[src/rtl/snn_interfaces_pkg.sv]
// Shared types for the SNN feature-map controllers.
// Scheduler state encoding, output bundle and parameter defaults.
package snn_interfaces_pkg;

  typedef enum logic [2:0] {
    S_CONV       = 3'd0,
    S_DRAIN      = 3'd1,
    S_POOL_START = 3'd2,
    S_POOL_RUN   = 3'd3,
    S_POOL_PAUSE = 3'd4
  } sched_state_t;

  typedef struct packed {
    logic arb_sel_conv;
    logic conv_hold;
    logic pool_start;
    logic pool_enable;
  } sched_out_t;

  localparam int DEFAULT_MAX_PENDING   = 4;
  localparam int DEFAULT_DRAIN_TIMEOUT = 1024;

  localparam sched_out_t SCHED_OUT_RESET = '{
    arb_sel_conv: 1'b1,
    conv_hold:    1'b0,
    pool_start:   1'b0,
    pool_enable:  1'b0
  };

  function automatic logic in_pool_phase(sched_state_t s);
    return (s == S_POOL_RUN) || (s == S_POOL_PAUSE);
  endfunction

endpackage

[src/rtl/conv_pool_scheduler_if.sv]
// Control bus between the scheduler and the conv, pool and arbiter blocks.
// The scheduler is the master; the datapath side is the slave.
interface conv_pool_scheduler_if;

  logic conv_active;
  logic conv_ready;
  logic conv_hold;
  logic pool_start;
  logic pool_enable;
  logic pool_done;
  logic output_fifo_full;
  logic arb_sel_conv;

  modport master (
    input  conv_active,
    input  conv_ready,
    input  pool_done,
    input  output_fifo_full,
    output conv_hold,
    output pool_start,
    output pool_enable,
    output arb_sel_conv
  );

  modport slave (
    output conv_active,
    output conv_ready,
    output pool_done,
    output output_fifo_full,
    input  conv_hold,
    input  pool_start,
    input  pool_enable,
    input  arb_sel_conv
  );

endinterface

[src/rtl/timestep_accumulator.sv]
// Timestep period counter feeding a bounded pending-request count,
// with saturating drop accounting and a sticky overflow flag.
module timestep_accumulator
  import snn_interfaces_pkg::*;
#(
  parameter int MAX_PENDING   = DEFAULT_MAX_PENDING,
  parameter int PENDING_BITS  = $clog2(MAX_PENDING + 1),
  parameter int PERIOD_BITS   = 4,
  parameter int DROP_CNT_BITS = 8
) (
  input  logic                     clk,
  input  logic                     rst_n,
  input  logic                     sys_enable,
  input  logic                     sys_reset,
  input  logic                     timestep,
  input  logic [PERIOD_BITS-1:0]   cfg_pool_every,
  input  logic                     dequeue,
  output logic [PENDING_BITS-1:0]  pending_cnt,
  output logic [DROP_CNT_BITS-1:0] dropped_cnt,
  output logic                     overflow
);

  localparam logic [PENDING_BITS-1:0] FULL_LVL =
    PENDING_BITS'(MAX_PENDING);

  logic [PERIOD_BITS-1:0] period_cnt;
  logic [PERIOD_BITS:0]   period;
  logic [PERIOD_BITS:0]   period_nxt;
  logic                   hit;
  logic                   deq;
  logic                   full;
  logic                   enq;
  logic                   drop;

  // >= lets a shortened period take effect on the very next pulse
  always_comb begin
    period     = (cfg_pool_every == '0)
               ? (PERIOD_BITS+1)'(1)
               : {1'b0, cfg_pool_every};
    period_nxt = {1'b0, period_cnt} + 1'b1;
    hit        = sys_enable && timestep
              && (period_nxt >= period);
    deq        = sys_enable && dequeue
              && (pending_cnt != '0);
    full       = pending_cnt == FULL_LVL;
    enq        = hit && (!full || deq);
    drop       = hit && full && !deq;
  end

  always_ff @(posedge clk or negedge rst_n) begin
    if (!rst_n) begin
      period_cnt  <= '0;
      pending_cnt <= '0;
      dropped_cnt <= '0;
      overflow    <= 1'b0;
    end else if (sys_reset) begin
      period_cnt  <= '0;
      pending_cnt <= '0;
      dropped_cnt <= '0;
      overflow    <= 1'b0;
    end else begin
      if (sys_enable && timestep)
        period_cnt <= hit ? '0
                    : period_nxt[PERIOD_BITS-1:0];
      if (enq && !deq)
        pending_cnt <= pending_cnt + 1'b1;
      else if (deq && !enq)
        pending_cnt <= pending_cnt - 1'b1;
      if (drop) begin
        overflow <= 1'b1;
        if (dropped_cnt != '1)
          dropped_cnt <= dropped_cnt + 1'b1;
      end
    end
  end

endmodule

[src/rtl/conv_pool_scheduler.sv]
// Arbitrates feature-map ownership between conv and sum-pooling,
// with queued pool requests, back-to-back passes and a drain watchdog.
module conv_pool_scheduler
  import snn_interfaces_pkg::*;
#(
  parameter int MAX_PENDING   = DEFAULT_MAX_PENDING,
  parameter int PENDING_BITS  = $clog2(MAX_PENDING + 1),
  parameter int PERIOD_BITS   = 4,
  parameter int DROP_CNT_BITS = 8,
  parameter int POOL_CNT_BITS = 16,
  parameter int DRAIN_TIMEOUT = DEFAULT_DRAIN_TIMEOUT,
  parameter int TIMEOUT_BITS  = $clog2(DRAIN_TIMEOUT + 1)
) (
  input  logic                     clk,
  input  logic                     rst_n,
  input  logic                     sys_enable,
  input  logic                     sys_reset,
  input  logic                     timestep,
  input  logic [PERIOD_BITS-1:0]   cfg_pool_every,
  conv_pool_scheduler_if.master    bus,
  output logic [2:0]               state_o,
  output logic [PENDING_BITS-1:0]  pending_cnt,
  output logic [POOL_CNT_BITS-1:0] pool_pass_cnt,
  output logic [DROP_CNT_BITS-1:0] ts_dropped_cnt,
  output logic                     ts_overflow,
  output logic                     drain_timeout
);

  localparam logic [TIMEOUT_BITS-1:0] WD_MAX =
    TIMEOUT_BITS'(DRAIN_TIMEOUT);

  sched_state_t            state;
  sched_state_t            state_nxt;
  sched_state_t            state_eff;
  sched_out_t              out_q;
  sched_out_t              out_d;
  logic                    conv_idle;
  logic                    in_pool;
  logic                    dequeue;
  logic                    run_ok;
  logic                    has_pending;
  logic [TIMEOUT_BITS-1:0] wd_cnt;

  assign conv_idle   = bus.conv_ready && !bus.conv_active;
  assign in_pool     = in_pool_phase(state);
  assign dequeue     = state == S_POOL_START;
  assign run_ok      = sys_enable && !sys_reset;
  assign has_pending = pending_cnt != '0;

  timestep_accumulator #(
    .MAX_PENDING   (MAX_PENDING),
    .PENDING_BITS  (PENDING_BITS),
    .PERIOD_BITS   (PERIOD_BITS),
    .DROP_CNT_BITS (DROP_CNT_BITS)
  ) u_acc (
    .clk            (clk),
    .rst_n          (rst_n),
    .sys_enable     (sys_enable),
    .sys_reset      (sys_reset),
    .timestep       (timestep),
    .cfg_pool_every (cfg_pool_every),
    .dequeue        (dequeue),
    .pending_cnt    (pending_cnt),
    .dropped_cnt    (ts_dropped_cnt),
    .overflow       (ts_overflow)
  );

  // outputs are registered from the state being entered
  always_ff @(posedge clk or negedge rst_n) begin
    if (!rst_n) begin
      state <= S_CONV;
      out_q <= SCHED_OUT_RESET;
    end else begin
      state <= state_eff;
      out_q <= out_d;
    end
  end

  always_comb begin
    state_nxt = state;
    unique case (state)
      S_CONV:
        if (has_pending)
          state_nxt = conv_idle ? S_POOL_START : S_DRAIN;
      S_DRAIN:
        if (conv_idle)
          state_nxt = S_POOL_START;
      S_POOL_START:
        state_nxt = S_POOL_RUN;
      S_POOL_RUN:
        if (bus.pool_done)
          state_nxt = has_pending ? S_POOL_START : S_CONV;
        else if (bus.output_fifo_full)
          state_nxt = S_POOL_PAUSE;
      S_POOL_PAUSE:
        if (bus.pool_done)
          state_nxt = has_pending ? S_POOL_START : S_CONV;
        else if (!bus.output_fifo_full)
          state_nxt = S_POOL_RUN;
      default:
        state_nxt = S_CONV;
    endcase
  end

  always_comb begin
    state_eff = state;
    if (sys_reset)
      state_eff = S_CONV;
    else if (sys_enable)
      state_eff = state_nxt;
    out_d              = '0;
    out_d.arb_sel_conv = (state_eff == S_CONV)
                      || (state_eff == S_DRAIN);
    out_d.conv_hold    = state_eff != S_CONV;
    out_d.pool_start   = run_ok
                      && (state_eff == S_POOL_START);
    out_d.pool_enable  = run_ok
                      && (state_eff == S_POOL_RUN)
                      && !bus.output_fifo_full;
  end

  always_ff @(posedge clk or negedge rst_n) begin
    if (!rst_n) begin
      pool_pass_cnt <= '0;
      wd_cnt        <= '0;
      drain_timeout <= 1'b0;
    end else if (sys_reset) begin
      pool_pass_cnt <= '0;
      wd_cnt        <= '0;
      drain_timeout <= 1'b0;
    end else if (sys_enable) begin
      if (in_pool && bus.pool_done)
        pool_pass_cnt <= pool_pass_cnt + 1'b1;
      if (state == S_DRAIN && state_nxt == S_DRAIN) begin
        if (wd_cnt != WD_MAX)
          wd_cnt <= wd_cnt + 1'b1;
        if (wd_cnt == WD_MAX - 1'b1)
          drain_timeout <= 1'b1;
      end else begin
        wd_cnt <= '0;
      end
    end
  end

  assign state_o          = state;
  assign bus.arb_sel_conv = out_q.arb_sel_conv;
  assign bus.conv_hold    = out_q.conv_hold;
  assign bus.pool_start   = out_q.pool_start;
  assign bus.pool_enable  = out_q.pool_enable;

endmodule

[src/flat_wrapper.sv]
// flat-port wrapper written by rule: the top's interface ports become plain ports
module conv_pool_scheduler_flat import snn_interfaces_pkg::*;
#(
  parameter int MAX_PENDING   = DEFAULT_MAX_PENDING,
  parameter int PENDING_BITS  = $clog2(MAX_PENDING + 1),
  parameter int PERIOD_BITS   = 4,
  parameter int DROP_CNT_BITS = 8,
  parameter int POOL_CNT_BITS = 16,
  parameter int DRAIN_TIMEOUT = DEFAULT_DRAIN_TIMEOUT,
  parameter int TIMEOUT_BITS  = $clog2(DRAIN_TIMEOUT + 1)
)
  (clk, rst_n, sys_enable, sys_reset, timestep, cfg_pool_every, state_o, pending_cnt, pool_pass_cnt, ts_dropped_cnt, ts_overflow, drain_timeout, bus_conv_active, bus_conv_ready, bus_pool_done, bus_output_fifo_full, bus_conv_hold, bus_pool_start, bus_pool_enable, bus_arb_sel_conv);
  conv_pool_scheduler_if bus_i ();
  input  logic clk;
  input  logic rst_n;
  input  logic sys_enable;
  input  logic sys_reset;
  input  logic timestep;
  input  logic [PERIOD_BITS-1:0] cfg_pool_every;
  output logic [2:0] state_o;
  output logic [PENDING_BITS-1:0] pending_cnt;
  output logic [POOL_CNT_BITS-1:0] pool_pass_cnt;
  output logic [DROP_CNT_BITS-1:0] ts_dropped_cnt;
  output logic ts_overflow;
  output logic drain_timeout;
  input wire logic [$bits(bus_i.conv_active)-1:0] bus_conv_active;
  input wire logic [$bits(bus_i.conv_ready)-1:0] bus_conv_ready;
  input wire logic [$bits(bus_i.pool_done)-1:0] bus_pool_done;
  input wire logic [$bits(bus_i.output_fifo_full)-1:0] bus_output_fifo_full;
  output wire logic [$bits(bus_i.conv_hold)-1:0] bus_conv_hold;
  output wire logic [$bits(bus_i.pool_start)-1:0] bus_pool_start;
  output wire logic [$bits(bus_i.pool_enable)-1:0] bus_pool_enable;
  output wire logic [$bits(bus_i.arb_sel_conv)-1:0] bus_arb_sel_conv;
  assign bus_i.conv_active = bus_conv_active;
  assign bus_i.conv_ready = bus_conv_ready;
  assign bus_i.pool_done = bus_pool_done;
  assign bus_i.output_fifo_full = bus_output_fifo_full;
  assign bus_conv_hold = bus_i.conv_hold;
  assign bus_pool_start = bus_i.pool_start;
  assign bus_pool_enable = bus_i.pool_enable;
  assign bus_arb_sel_conv = bus_i.arb_sel_conv;
  conv_pool_scheduler #(.MAX_PENDING(MAX_PENDING), .PENDING_BITS(PENDING_BITS), .PERIOD_BITS(PERIOD_BITS), .DROP_CNT_BITS(DROP_CNT_BITS), .POOL_CNT_BITS(POOL_CNT_BITS), .DRAIN_TIMEOUT(DRAIN_TIMEOUT), .TIMEOUT_BITS(TIMEOUT_BITS)) u_core (.clk(clk), .rst_n(rst_n), .sys_enable(sys_enable), .sys_reset(sys_reset), .timestep(timestep), .cfg_pool_every(cfg_pool_every), .bus(bus_i), .state_o(state_o), .pending_cnt(pending_cnt), .pool_pass_cnt(pool_pass_cnt), .ts_dropped_cnt(ts_dropped_cnt), .ts_overflow(ts_overflow), .drain_timeout(drain_timeout));
endmodule
[config.mk]
export PLATFORM = sky130hd
export DESIGN_NAME = conv_pool_scheduler_flat
export DESIGN_NICKNAME = d
export VERILOG_FILES = /design/src/rtl/snn_interfaces_pkg.sv /design/src/rtl/conv_pool_scheduler_if.sv /design/src/rtl/timestep_accumulator.sv /design/src/rtl/conv_pool_scheduler.sv /design/src/flat_wrapper.sv
export SDC_FILE = /design/constraint.sdc
export NUM_CORES = 1
export LEC_CHECK = 0
export ABC_AREA = 1
export CAP_MARGIN = 30
export CORE_UTILIZATION = 45
export DETAILED_ROUTE_END_ITERATION = 6
export PLACE_DENSITY_LB_ADDON = 0.25
export SLEW_MARGIN = 20
export SYNTH_ARGS = -nofsm -noshare
export SYNTH_HDL_FRONTEND = slang
export SYNTH_HIERARCHICAL = 1
export SYNTH_SLANG_ARGS = --single-unit
[constraint.sdc]
create_clock -name clk -period 2.75 [get_ports clk]
set_input_delay 0.6875 -clock clk [delete_from_list [all_inputs] [get_ports clk]]
set_output_delay 0.6875 -clock clk [all_outputs]
set_load 0.01 [all_outputs]
After elaboration in Yosys (flattened, before gate mapping). Index checks and enable logic that the tools add are counted. W data, S select, Z words.

Output and inout port bits: 36. Word-level logic and storage cells: 108. Bits of input ports: 13. Flip-flop bits (word level): 51.

Mux-type cells: 34. Reduce and logical (&&, ||, !) cells: 42. Equality and inequality tests: 13. Magnitude comparators: 1. Add/subtract/negate cells: 6.

Operators by type and width (count): $mux W16 (3); $mux W11 (4); $mux W3 (11); $mux W8 (3); $add A16 B1 Y16 const B (1); $logic_and A1 B1 Y1 (16); $mux W4 (4); $pmux W3 S5 (1); $reduce_bool A2 Y1 (7); $eq A3 B2 Y1 const B (4); $add A11 B1 Y11 const B (1); $eq A11 B10 Y1 const B (1); $ne A11 B11 Y1 const B (1); $eq A3 B1 Y1 const B (3); $reduce_bool A3 Y1 (3); $add A8 B1 Y8 const B (1); $ne A8 B8 Y1 const B (1); $eq A3 B3 Y1 const B (2); $logic_not A1 Y1 (6); $logic_not A3 Y1 (2); $mux W1 (6); $reduce_and A2 Y1 (3); $add A4 B1 Y5 const B (1); $ge A5 B4 Y1 (1); other kinds (7) (10).

Depth between registers and ports, before layout. Gate-level depths: netlist of run 1.

Depth after elaboration: 10. Gate-level depth with buffers: 17. Gate-level depth less buffers: 16.

Hierarchy. Netlist of run 1, hierarchy kept.

Modules (own cells, without submodules): conv_pool_scheduler (seq. area each 877.1 um^2, cells an instance 302, times used 1, area each 2225.9 um^2); timestep_accumulator (seq. area each 400.4 um^2, cells an instance 129, times used 1, area each 1093.5 um^2).

Worst setup path after synthesis of run 1. OpenSTA, ideal clock, no wires.

Path type: in2reg. Start: in cfg_pool_every[2]. End: reg u_core.u_acc.pending_cnt[2]. Data required time: 2633 ps. Setup time: 117 ps. Data arrival time: 2336 ps. Buffers on the path: 0. Stages: 16. Path slack: 297 ps. Path through: inv_1 > a31o_2 > ha_1 > inv_1 > nand2_1 > nand2_1 > nand2_1 > nand2_1 > nand2_4 > nand4_1 > inv_1 > fa_1 > inv_1 > nand3_1 > nand3_1 > nand2_1.

Longest elaborated chain between the ends: 8. Elaborated cells between the ends (all ways): 11. Those cells by class: 1 x order compare; 3 x mux; 7 x reduce/logical.

RTL lines: start, declared (line flat_wrapper.sv:19) `input logic [PERIOD_BITS-1:0] cfg_pool_every;`; $logic_not A4 Y1 (line timestep_accumulator.sv:37) `period = (cfg_pool_every == '0)`; $mux W4 (*) (line timestep_accumulator.sv:38) `? (PERIOD_BITS+1)'(1)`; $ge A5 B4 Y1 (*) (line timestep_accumulator.sv:42) `&& (period_nxt >= period);`; $logic_and A1 B1 Y1 (*) (line timestep_accumulator.sv:42); $logic_and A1 B1 Y1 (*) (line timestep_accumulator.sv:46) `enq = hit && (!full || deq);`; $logic_and A1 B1 Y1 or $logic_not A1 Y1 (tied branches) (line timestep_accumulator.sv:65, timestep_accumulator.sv:67); $mux W3 or $logic_and A1 B1 Y1 (tied branches) (line timestep_accumulator.sv:65, timestep_accumulator.sv:67); $mux W3 or $reduce_bool A3 Y1 (tied branches); end signal, assigned (line timestep_accumulator.sv:66) `pending_cnt <= pending_cnt + 1'b1;`; end signal, assigned (line timestep_accumulator.sv:68) `pending_cnt <= pending_cnt - 1'b1;`; end, declared (line timestep_accumulator.sv:18) `output logic [PENDING_BITS-1:0] pending_cnt,`.

Every way passes the cells marked *; elsewhere a longest branch is shown, timed or not. A chain may end at the register's enable or synchronous reset.

Worst setup path after layout of run 1.
Start: in cfg_pool_every[2]. End: reg u_core.u_acc.pending_cnt[1].

The elaborated chain is that of the path after synthesis.

==> results of run 1 <==
==> metal layers <==
layer,share of wire,vias up
met5,0,-
met4,0.011,0
met3,0.044,8
met2,0.47,86
met1,0.47,1417
li1,-,1538
==> flip-flops by register name (all words and copies together) (netlist names), 3 cells and up <==
signal / count
u_core/pool_pass_cnt: 16
u_core/wd_cnt: 11
u_core/u_acc/dropped_cnt: 8
u_core/u_acc/period_cnt: 4
u_core/state_o: 3
u_core/u_acc/pending_cnt: 3
==> final cells by class <==
| class | instances | area (um^2) | area share |
|---|---|---|---|
| timing repair buffer | 58 | 563 | 0.139 |
| sequential | 51 | 1280 | 0.316 |
| tap | 96 | 120 | 0.0297 |
| multi-input combinational | 316 | 1740 | 0.430 |
| clock inverter | 2 | 35.0 | 0.00865 |
| inverter | 57 | 228 | 0.0562 |
| clock buffer | 6 | 82.6 | 0.0204 |
==> worst min-delay path by stage <==
| stage | start | end | slack [ns] | depth (start not counted) |
|---|---|---|---|---|
| finish | rst_n | u_core/wd_cnt[3] | 0.35 | 2 |
| global route | rst_n | u_core/wd_cnt[3] | 0.37 | 2 |
| CTS | rst_n | u_core/pool_pass_cnt[13] | 0.36 | 2 |
| detailed placement | u_core/drain_timeout | u_core/drain_timeout | 0.48 | 2 |
| global placement | u_core/drain_timeout | u_core/drain_timeout | 0.48 | 2 |
| floorplan | rst_n | u_core/bus.conv_hold | 0.39 | 0 |
==> metrics by stage <==
stage / total power, mW / util / instances / worst slack, ns / hold slack [ns]
floorplan: 0.949 / - / 431 / 0.297 / 0.392
global placement: 1.05 / 0.565 / 578 / -0.145 / 0.475
detailed placement: 1.06 / 0.565 / 578 / -0.220 / 0.481
CTS: 1.61 / 0.582 / 586 / 0.109 / 0.360
global route: 1.68 / 0.583 / 586 / 0.0219 / 0.367
finish: 1.60 / 0.583 / 586 / 0.177 / 0.346
==> cells by family (layout without fill, tap and decap cells) <==
group	count (synthesis)	count (layout)	synth area share
adders and majority gates	10	10	0.0400
AOI/OAI and AO/OA	53	53	0.110
buffers and inverters	64	123	0.0916
xor gates and xnor gates	7	7	0.0185
DFF	51	51	0.385
and+or+nand+nor	246	246	0.355
==> cell usage in the layout, fill, tap and decap left out, types with 2 or more instances in the layout <==
master	synthesis	layout
buf_4	2	9
a21oi_1	4	4
o21ai_2	15	15
nand2_2	6	7
nand3_1	41	41
clkdlybuf4s50_1	0	47
or2_2	6	6
inv_2	4	4
xnor2_1	2	2
clkbuf_8	0	6
nand3_2	4	4
o31ai_1	2	2
xor2_1	5	5
a31o_2	5	5
ha_1	9	9
dfrtp_1	50	50
nor3_2	2	2
nand2_4	4	4
nor2_1	33	33
nor3_1	6	6
a32o_1	2	2
nor2_2	2	2
nand2_1	111	110
inv_1	52	52
o21bai_1	2	2
o21ai_0	21	21
nand4_1	27	27
==> timing repair <==
action,4_1_cts,5_1_grt
hold buffers,0,0
endpoints found under the hold margin,0,0
endpoints found under the setup margin,0,1
resized for setup,0,2
==> where the power goes <==
part	leakage, nW	internal (mW)	switching (mW)
clock	0.0612	0.295	0.262
combinational	1.09	0.106	0.136
sequential	0.701	0.772	0.0296
total	1.85	1.17	0.427
==> summary.md, run 1 <==
| Metric | Value |
|---|---|
| Die Y | `87.9 um` |
| Final Hold Vio Count | `0` |
| Setup TNS | `0 ns` |
| Share of cells above drive strength 1 | `0.149` |
| Number of global-route vias before repair | `2734` |
| Synth top area share | `0.377` |
| Clock-pin slew on the worst setup and hold paths | `0.09 ns` |
| M2 GR Usage | `0.338` |
| Slew headroom | `0.675` |
| Num Clock Sinks | `51` |
| R2R cell count | `11` |
| HP Class | `in -> async` |
| Setup Buffers After CTS | `0` |
| Layout fillers | `635` |
| Commonest cells in the synthesized netlist | `nand2_1 (111), inv_1 (52), dfrtp_1 (50)` |
| Synth Warn # | `6` |
| Max-cap violations | `0` |
| Vias | `3049` |
| Crit Path Category | `in -> reg` |
| Total GRT Usage | `0.207` |
| Clock Skews | `0.00610 ns` |
| Endpoint class of the critical path | `flip-flop` |
| R2r endpoint | `u_core/u_acc/pending_cnt[1]` |
| Dominant cell type by area after synthesis | `dfrtp_1` |
| Tcrit/Tclk final | `0.936` |
| FMAX | `389 MHz` |
| Clock Latency Late Sink | `0.31 ns` |
| # IOs | `49` |
| TritonRoute pass-1 iters | `4` |
| Stages on the worst setup path | `14` |
| Worst-path fanout max | `2` |
| Critical Path Source | `cfg_pool_every[2]` |
| Die X | `87.9 um` |
| CTS Root Buffer Type | `clkbuf_8` |
| TritonCTS clock tree | `built` |
| Global-route congestion overflow total | `0` |
| Mapped Area | `0.00332 mm^2` |
| Mean Syn Cell Area | `7.70 um^2` |
| CP Cell Sequence | `clkdlybuf4s50_1, inv_1, a31o_2, ha_1, inv_1, nand2_1, nand2_1, nand2_1, nand2_2, nand2_4, nand4_1, inv_1, fa_2, o22ai_1` |
| Synth Register Bits | `51` |
| Dpl cell area | `0.00393 mm^2` |
| Routed vias/inst | `5.20` |
| Reg2reg setup slack | `0.39 ns` |
| Final Wtd Congestion | `0.850` |
| EDFF count, synth | `0` |
| Leak pwr | `1.85 nW` |
| Dpl hpwl | `5.21 mm` |
| Placeable Area | `0.00694 mm^2` |
| Yosys cell types | `38` |
| GR Util met3 | `0.0311` |
| Final #Nets | `512` |
| Worst vdd ir | `0.193 mV` |
| Register area share after synthesis | `0.385` |
| Max Transition Viols Final | `0` |
| Syn-to-layout area delta | `22.0%` |
| Final setup fails | `0` |
| Async SR Flop Fraction | `1.00` |
| Crit path max-delay family | `adder cells` |
| WP buf/inv | `4` |
| Worst setup path end | `u_core/u_acc/pending_cnt[1]` |
| Cell count after synthesis | `431` |
| Syn Nets | `454` |
| Peak-usage layer in the global routing report | `met2` |
| R2R Path Start | `u_core/u_acc/period_cnt[0]` |
| IO buf count | `48` |
| WL per Instance | `12.5 um` |
| Ranking of synthesized cells by area | `dfrtp_1 (38%), nand2_1 (13%), nand3_1 (6.2%)` |
| Largest net degree at the start of global routing | `52` |
| First-pass GRT wire length | `12.5 mm` |
| Status | `complete, no violations` |
| Met1 Use GR | `0.286` |
| Site row count | `30` |
| Slew @ Worst Pin | `0.488 ns` |
| Starting Density | `0.478` |
| Minimum clock period | `2.57 ns` |
| Initial antenna violation count | `0` |
| Remaining DRCs | `0` |
| Top-count cell post-synth | `nand2_1` |
| Antenna Nets Post-Route | `0` |
| WP data required | `2.95 ns` |
| Crit path DAT | `2.77 ns` |
| Num CTS Buffers | `5` |
| RSZ-0062 raised after global routing | `false` |
| CP Launch Type | `input pin` |
| H-tree depth | `2` |
| CP peak stage delay | `0.52 ns` |
| Slowest cell on the critical path | `fa_2` |
| Die ar. | `0.00772 mm^2` |
| CTS Buffer Depth | `2` |
| ANT cells | `0` |
| Pwr Density | `395 mW/mm^2` |
| Drt total wl | `7.30 mm` |
| Top FF cell, synth | `dfrtp_1` |
| Fin area | `0.00405 mm^2` |
| Initial detailed-routing violation count | `153` |
Note: power is estimated with default switching activity, not from simulation.
==> run 2: changes to the inputs <==
--- a/config.mk
+++ b/config.mk
@@ -10,7 +10,7 @@
 export CORE_UTILIZATION = 45
 export DETAILED_ROUTE_END_ITERATION = 6
 export PLACE_DENSITY_LB_ADDON = 0.25
-export SLEW_MARGIN = 20
+export SLEW_MARGIN = 0
 export SYNTH_ARGS = -nofsm -noshare
 export SYNTH_HDL_FRONTEND = slang
 export SYNTH_HIERARCHICAL = 1
==> constraint.sdc (replaced) <==
create_clock -name clk -period 3 [get_ports clk]
set_input_delay 0.75 -clock clk [delete_from_list [all_inputs] [get_ports clk]]
set_output_delay 0.75 -clock clk [all_outputs]
set_load 0.01 [all_outputs]
==> run 2 against run 1 <==
  * Count of clock-buffer cells in the layout up 2
  * Register-to-register slack improved by 0.15 ns
  * Flip-flop and latch count unchanged
  * Critical path depth increased by 3
  * Largest power group unchanged
  * Highest routed layer unchanged
  * Utilization decreased by 1.3 points
  * Power shrank 16%
==> summary.md, run 2 (synthesis results as in run 1) <==
| Metric | Value |
|---|---|
| Crit path top cell by count | `nand2_1` |
| Clock share of power | `0.293` |
| Crit Path Category | `in -> reg` |
| Site row count | `30` |
| Worst vdd ir | `0.156 mV` |
| TritonCTS clock tree | `built` |
| Max Transition Viols Final | `0` |
| FMAX | `364 MHz` |
| Crit path DAT | `2.95 ns` |
| Sw Share | `0.281` |
| Layout fillers | `657` |
| Num CTS Buffers | `5` |
| CP Cell Sequence | `clkdlybuf4s50_1, inv_1, a31o_2, ha_1, inv_1, nand2_1, nand2_1, nand2_1, nand2_1, nand2_4, nand4_1, inv_1, fa_1, inv_1, nand3_1, nand3_1, nand2_1` |
| WP buf/inv | `5` |
| IO buf count | `48` |
| Switching power | `0.379 mW` |
| Pwr Density | `340 mW/mm^2` |
| Largest net degree at the start of global routing | `52` |
| Internal power | `0.967 mW` |
| ANT cells | `0` |
| Slew @ Worst Pin | `0.662 ns` |
| Number of global-route vias before repair | `2758` |
| Endpoint class of the critical path | `flip-flop` |
| Remaining DRCs | `0` |
| CTS Root Buffer Type | `clkbuf_8` |
| Die Y | `87.9 um` |
| Die X | `87.9 um` |
| Setup TNS | `0 ns` |
| Post-route core utilization | `0.570` |
| Multi-input gate area | `0.00174 mm^2` |
| First-pass GRT wire length | `12.5 mm` |
| Clock-pin slew on the worst setup and hold paths | `0.09 ns` |
| Setup Buffers After CTS | `0` |
| Initial detailed-routing violation count | `188` |
| CTS Hold Bufs | `0` |
| Routed vias/inst | `5.21` |
| Clock Skews | `0.00678 ns` |
| Biggest register | `u_core/pool_pass_cnt` |
| Tcrit/Tclk final | `0.916` |
| Total GRT Usage | `0.205` |
| Final Wtd Congestion | `0.887` |
| Max-cap violations | `0` |
| CTS Buffer Depth | `2` |
| Initial antenna violation count | `0` |
| Sequential fraction of design power | `0.545` |
| Clock Latency Late Sink | `0.30 ns` |
| H-tree depth | `2` |
| Final Hold Vio Count | `0` |
| FF/Latch Area | `0.00128 mm^2` |
| # IOs | `49` |
| Crit path max-delay family | `buffers and inverters` |
| Most frequent cells in the layout | `nand2_1 (111), inv_1 (52), dfrtp_1 (50)` |
| Worst-path fanout max | `2` |
| Most common cell after layout, fill and taps aside | `nand2_1` |
| Status | `complete, no violations` |
| WP data required | `3.20 ns` |
| Dpl hpwl | `5.30 mm` |
| Num Clock Sinks | `51` |
| RSZ-0062 raised after global routing | `false` |
| Slew headroom | `0.559` |
| Largest registers | `u_core/pool_pass_cnt: 16 flops, u_core/wd_cnt: 11 flops, u_core/u_acc/dropped_cnt: 8 flops` |
| Leak pwr | `1.80 nW` |
| Global-route congestion overflow total | `0` |
| Final setup fails | `0` |
| Vias | `3026` |
| Resize count post-CTS | `0` |
| HP Class | `reg -> reg` |
| Minimum clock period | `2.75 ns` |
| TritonRoute pass-1 iters | `4` |
| Max reg flops | `16` |
| CP Launch Type | `input pin` |
| Drt total wl | `7.26 mm` |
| Placeable Area | `0.00694 mm^2` |
| CP peak stage delay | `0.46 ns` |
| Share of cells above drive strength 1 | `0.130` |
| Antenna Nets Post-Route | `0` |
| WL per Instance | `12.5 um` |
| Starting Density | `0.478` |
| Slowest cell on the critical path | `clkdlybuf4s50_1` |
| Die ar. | `0.00772 mm^2` |
| Logic pwr share | `0.162` |
| Syn-to-layout area delta | `19.2%` |
| Final #Nets | `507` |
==> run 2: cell count changes in the layout (fill, tap and decap cells not counted) <==
cell	previous run	this run
buf_4	9	5
clkbuf_1	0	3
buf_12	1	0
bufinv_16	1	0
clkbuf_8	6	5
clkinv_2	1	0
fa_1	0	1
fa_2	1	0
nand2_1	110	111
nand2_2	7	6
==> run 2: worst paths after layout <==
check	from	end	slack, ns	cells after the start
worst max-delay path	cfg_pool_every[2]	u_core/u_acc/pending_cnt[2]	0.25	17
worst min-delay path	u_core/u_acc/dropped_cnt[6]	u_core/u_acc/dropped_cnt[6]	0.52	2
worst max register to register	u_core/u_acc/period_cnt[0]	u_core/u_acc/pending_cnt[2]	0.54	14
worst min register to register	u_core/u_acc/dropped_cnt[6]	u_core/u_acc/dropped_cnt[6]	0.52	2
max in group asynchronous	rst_n	u_core/u_acc/dropped_cnt[4]	2.00	2
min in group asynchronous	rst_n	u_core/wd_cnt[3]	0.54	2
==> run 2: layout make-up <==
type,instances,area share
flip-flops and latches,51,0.323
clock buffers,8,0.0202
well taps,96,0.0304
multi-input cells,316,0.439
repair buffers,53,0.130
inverters,57,0.0576
==> run 2: metal layers <==
layer  wire, um  global-route usage
met4         42              0.0432
met3        343              0.0330
met1       3380               0.271
met2       3490               0.355
met5          0                   0
==> run 2: per-stage QoR <==
step	hold WS, ns	std cells	area [um^2]	power, mW	setup WS [ns]
floorplan	0.454	431	3320	0.870	0.484
global placement	0.476	573	3880	0.959	0.0486
detailed placement	0.495	573	3880	0.965	-0.0572
CTS	0.518	581	3960	1.36	0.264
global route	0.540	581	3960	1.43	0.113
finish	0.519	581	3960	1.35	0.251
==> run 2: power groups by stage <==
stage / Clock [mW] / Combinational (mW) / Sequential, mW
after floorplan: 0 / 0.119 / 0.751
after global placement: 0 / 0.212 / 0.747
after detailed placement: 0 / 0.218 / 0.747
after CTS: 0.407 / 0.219 / 0.734
after global routing: 0.446 / 0.242 / 0.738
final: 0.395 / 0.218 / 0.733
==> run 2: tightest hold or removal path, cell delays in order (launching register included) <==
cell and delay (ns):
dfrtp_1 0.38, nand2_2 0.06, o21ai_2 0.05
